$ cat src/rtl/array_divider_4b.sv
// array_divider_4b: 4-bit signed divider, one clock of latency.
// Operands are registered on a start strobe. A 4-row restoring array then
// works on the operand magnitudes, and the signed result loads on the next edge.
// Optional feature: define ARRAY_DIVIDER_REMAINDER_EN to build port R and its register.
//
// Handshake: there is no ready signal. The block accepts every start.
// When ctrl_DIV is 1 at a rising edge, that edge captures the operands.
// data_resultRDY is then 1 for exactly the following cycle, and in that cycle
// Q, R and data_exception hold the result. Starts on consecutive edges
// pipeline, so each one gets its own pulse one cycle later.
module array_divider_4b (
  input  logic       clock,
  input  logic       reset_n,
  input  logic       ctrl_DIV,
  input  logic [3:0] data_operandA,
  input  logic [3:0] data_operandB,
  output logic [3:0] Q,
`ifdef ARRAY_DIVIDER_REMAINDER_EN
  output logic [3:0] R,
`endif
  output logic       data_resultRDY,
  output logic       data_exception
);

  logic [3:0] op_a;
  logic [3:0] op_b;
  logic       pending;

  logic       sign_a;
  logic       sign_b;
  logic [3:0] a_mag;
  logic [3:0] b_mag;
  logic [3:0] q_mag;
  logic [3:0] part;
  logic [4:0] shifted;
  logic       borrow;
  logic       div_zero;
  logic       overflow;
  logic [3:0] q_signed;
  logic [3:0] q_next;
  logic       exc_next;

  // Operand magnitudes. An input of -8 gives 4'b1000, read as unsigned 8.
  always_comb begin
    sign_a = op_a[3];
    sign_b = op_b[3];
    a_mag  = sign_a ? (~op_a + 4'd1) : op_a;
    b_mag  = sign_b ? (~op_b + 4'd1) : op_b;
  end

  // Restoring array: each row shifts in one dividend bit and subtracts only
  // if there is no borrow. The partial remainder stays below |B| <= 8, so 4 bits hold it.
  always_comb begin
    part    = 4'd0;
    q_mag   = 4'd0;
    shifted = 5'd0;
    borrow  = 1'b0;
    for (int i = 3; i >= 0; i--) begin
      shifted  = {part, a_mag[i]};
      borrow   = (shifted < {1'b0, b_mag});
      q_mag[i] = ~borrow;
      part     = borrow ? shifted[3:0] : (shifted[3:0] - b_mag);
    end
  end

  // Apply signs and override the two exceptional operand pairs.
  always_comb begin
    div_zero = (op_b == 4'd0);
    overflow = (op_a == 4'b1000) && (op_b == 4'b1111);
    q_signed = (sign_a ^ sign_b) ? (~q_mag + 4'd1) : q_mag;
    exc_next = div_zero | overflow;
    if (div_zero)      q_next = 4'd0;
    else if (overflow) q_next = 4'b1000;
    else               q_next = q_signed;
  end

  // Capture operands on start. One cycle later, load the quotient and status.
  always_ff @(posedge clock or negedge reset_n) begin
    if (!reset_n) begin
      op_a           <= 4'd0;
      op_b           <= 4'd0;
      pending        <= 1'b0;
      Q              <= 4'd0;
      data_exception <= 1'b0;
      data_resultRDY <= 1'b0;
    end else begin
      pending        <= ctrl_DIV;
      data_resultRDY <= pending;
      if (ctrl_DIV) begin
        op_a <= data_operandA;
        op_b <= data_operandB;
      end
      if (pending) begin
        Q              <= q_next;
        data_exception <= exc_next;
      end
    end
  end

`ifdef ARRAY_DIVIDER_REMAINDER_EN
  logic [3:0] r_next;

  // The remainder takes the dividend's sign. The exceptional pairs are forced.
  always_comb begin
    if (div_zero)      r_next = op_a;
    else if (overflow) r_next = 4'd0;
    else               r_next = sign_a ? (~part + 4'd1) : part;
  end

  // The remainder register loads alongside Q.
  always_ff @(posedge clock or negedge reset_n) begin
    if (!reset_n)     R <= 4'd0;
    else if (pending) R <= r_next;
  end
`endif

endmodule

$ cat config.mk
export PLATFORM = sky130hd
export DESIGN_NAME = array_divider_4b
export DESIGN_NICKNAME = d
export VERILOG_FILES = /design/src/rtl/array_divider_4b.sv
export SDC_FILE = /design/constraint.sdc
export NUM_CORES = 1
export LEC_CHECK = 0
export CELL_PAD_IN_SITES_DETAIL_PLACEMENT = 1
export CELL_PAD_IN_SITES_GLOBAL_PLACEMENT = 1
export CORE_ASPECT_RATIO = 1.5
export CORE_MARGIN = 5
export CORE_UTILIZATION = 45
export DETAILED_ROUTE_END_ITERATION = 6
export PLACE_DENSITY_LB_ADDON = 0.1
export RECOVER_POWER = 25
export SYNTH_ARGS = -nofsm -noshare
export SYNTH_HDL_FRONTEND = slang
export SYNTH_SLANG_ARGS = --single-unit
$ cat constraint.sdc
create_clock -name clock -period 8.9 [get_ports clock]
set_input_delay 2.67 -clock clock [delete_from_list [all_inputs] [get_ports clock]]
set_output_delay 2.67 -clock clock [all_outputs]
set_load 0.02 [all_outputs]
==> out/metrics.yaml <==
status: "finished clean"
powerDensity_nw_per_um2: 286
layout-drive-gt1-share_pct: 10.4
grt_max_degree: 16
slew_headroom_pct: 30.3
hold_buffers: 0
areaGrowthSynthToFinish_pct: 18.5
postCtsResizedCells: 0
wl_met2_mm: 1.79
start_util_pct: 45.6
ys_seq_area_share_pct: 28.8
setup_viol: 0
end_kind: "register"
grt_pass1_vias: 1172
r2r_cells: 25
synth_area_leaders: "dfrtp_1 29%, ha_1 15%, inv_1 4.9%"
final.setup.tns_ns: 0
hold_depth: 1
clockBufferDepth: 2
tightest_slew_ns: 1.02
crit_fanout: 9
finalCritPeriodShare_pct: 81.9
synth_top_area_share_pct: 28.8
synth_cell_types: 42
r2r_slack_ns: 1.61
stdcell_area_sq_um: 1540
syn_nets: 165
detail-route-antenna-nets: 0
dp_hpwl_mm: 2.57
cts_made_buffers: 3
die_x_um: 53.9
overflow: 0
nets: 184
slew_viol_final: 0
topRoutingLayerUsed: "met4"
clkTransAtPathRegs_ns: 0.06
met1_length_mm: 1.12
syn_area_per_cell_sq_um: 9.57
ys_warn_count: 0
rsz0062_at_grt: "false"
core_sq_um: 2850
routedWlPerCell_um: 15.7
globalplace.congestion: 0.721
cp_num_buf_inv: 1
drc: 0
cts_root_buf: "clkbuf_8"
arrival_ns: 7.42
synth_seq_cells: 15
cts_sinks: 15
io_pins: 17
grt_usage_pct: 17.8
finalPower_mw: 0.442
grt_pass1_wl_mm: 5.31
drt_pass1_iterations: 5
antenna_found_initial: 0
slowest_stage: "mux2i_1"
rr_endpoint: "Q[1]$_DFFE_PN0P_"
placed_area_sq_um: 1500
criticalPathCategory: "reg2reg"
die-area_sq_um: 4090
fp-row-count: 24
h-tree-depth: 1
n_antenna_cell: 0
syn-instance-count: 136
hp-start: "data_exception$_DFFE_PN0P_"
cp.required_ns: 9.03
critPathLaunchType: "register"
drv_cap: 0
clock_latency_ns: 0.25
io_buffers: 16
cp_top_family: "compound AO/OA/AOI/OAI gates"
synth_edf_count: 0
yosys.area.top_type: "dfrtp_1"
power.leakage_nw: 0.694
clock_skew_ns: 0.00330
finalHoldViolCount: 0
critical_path.most_common_cell: "ha_1"
max_stage_delay_ns: 0.80
ys.flop_type: "dfrtp_1"
postCtsSetupRepairBufs: 0
die_y_um: 75.9
rr_startpoint: "op_b[0]$_DFFE_PN0P_"
routed_wl_mm: 3.04
vias_per_cell: 5.53
max-vdd-ir-drop_mv: 0.202
drt_iter0_markers: 9
synth_area_sq_um: 1300
num_vias: 1067
fmax_mhz: 137
cts_tree: "built"
finalCriticalPeriod_ns: 7.29
wl_met3_um: 54
synthArstFlopShare_pct: 100
min_to: "data_exception$_DFFE_PN0P_"
hp-class: "reg2reg"
==> through the flow <==
step | cells | worst slack (ns) | utilization, % | hold slack [ns]
final | 193 | 1.61 | 54.0 | 0.481
after CTS | 193 | 1.61 | 54.0 | 0.482
after detailed placement | 189 | 1.65 | 52.4 | 0.468
after floorplan | 136 | 2.86 | - | 0.468
after global placement | 189 | 1.97 | 52.4 | 0.465
after global routing | 193 | 1.07 | 54.0 | 0.515
==> cell usage in the layout, fill, tap and decap left out, types with 3 or more instances in the layout <==
cell type        instances
a21oi_1                  5
clkbuf_8                 3
clkdlybuf4s50_1         14
dfrtp_1                 15
ha_1                    16
inv_1                   17
mux2_2                   5
mux2i_1                  5
nand2_1                 11
nor2_1                   5
nor2b_1                  4
o21a_1                   3
o21ai_0                  9
o22ai_1                  3
xnor2_1                  4
==> area by class of cell <==
cell class / instances / area, sq um
sequential: 15 / 375
fill: 329 / 1310
clock inverter: 1 / 5.00
multi-input combinational: 102 / 847
tap: 39 / 48.8
inverter: 17 / 63.8
timing repair buffer: 16 / 160
clock buffer: 3 / 41.3
==> cell families after synthesis <==
kind of cell	Yosys count	synth area share, %
AO/OA/AOI/OAI	34	18.8
AND/OR/NAND/NOR	34	15.7
buffers and inverters	19	6.06
adder cells (fa/ha/maj)	18	18.5
flip-flops	15	28.8
multiplexers	10	8.17
XOR/XNOR	6	4.04
==> cell usage after synthesis (2+ instances only) <==
master	n
dfrtp_1	15
nor2b_1	4
ha_1	16
fa_1	2
inv_1	17
and2_1	2
a31oi_1	2
xor2_1	2
a21oi_1	5
a21boi_0	2
nand2_1	11
mux2_2	5
nor2_1	5
xnor2_1	4
o21a_1	3
mux2i_1	5
o21ai_0	9
o22ai_1	3
==> where the power goes <==
group	internal, mW	total, mW	switching (mW)	leakage [nW]
logic	0.135	0.293	0.158	0.488
clock network	0.0311	0.0555	0.0244	0.0255
registers	0.0817	0.0926	0.0108	0.181
==> registers in the layout, indices dropped and copies added, names as in the netlist <==
register        cells
data_exception      1
pending             1
data_resultRDY      1
Q                   4
op_a                4
op_b                4
==> worst max path at each step <==
stage / start / to / slack, ns / depth (start not counted)
floorplan: op_b[0]$_DFFE_PN0P_ / Q[1]$_DFFE_PN0P_ / 2.86 / 25
global placement: op_b[0]$_DFFE_PN0P_ / Q[1]$_DFFE_PN0P_ / 1.97 / 25
detailed placement: op_b[0]$_DFFE_PN0P_ / Q[1]$_DFFE_PN0P_ / 1.65 / 25
CTS: op_b[0]$_DFFE_PN0P_ / Q[1]$_DFFE_PN0P_ / 1.61 / 25
global route: op_b[0]$_DFFE_PN0P_ / Q[1]$_DFFE_PN0P_ / 1.07 / 25
finish: op_b[0]$_DFFE_PN0P_ / Q[1]$_DFFE_PN0P_ / 1.61 / 25
==> per-layer routing <==
layer | track usage (%) | vias up
met5 | 0 | -
met4 | 8.52 | 0
met3 | 2.15 | 7
met2 | 33.4 | 14
met1 | 19.0 | 527
li1 | - | 519
No activity file was read; power rests on OpenSTA's default activity.
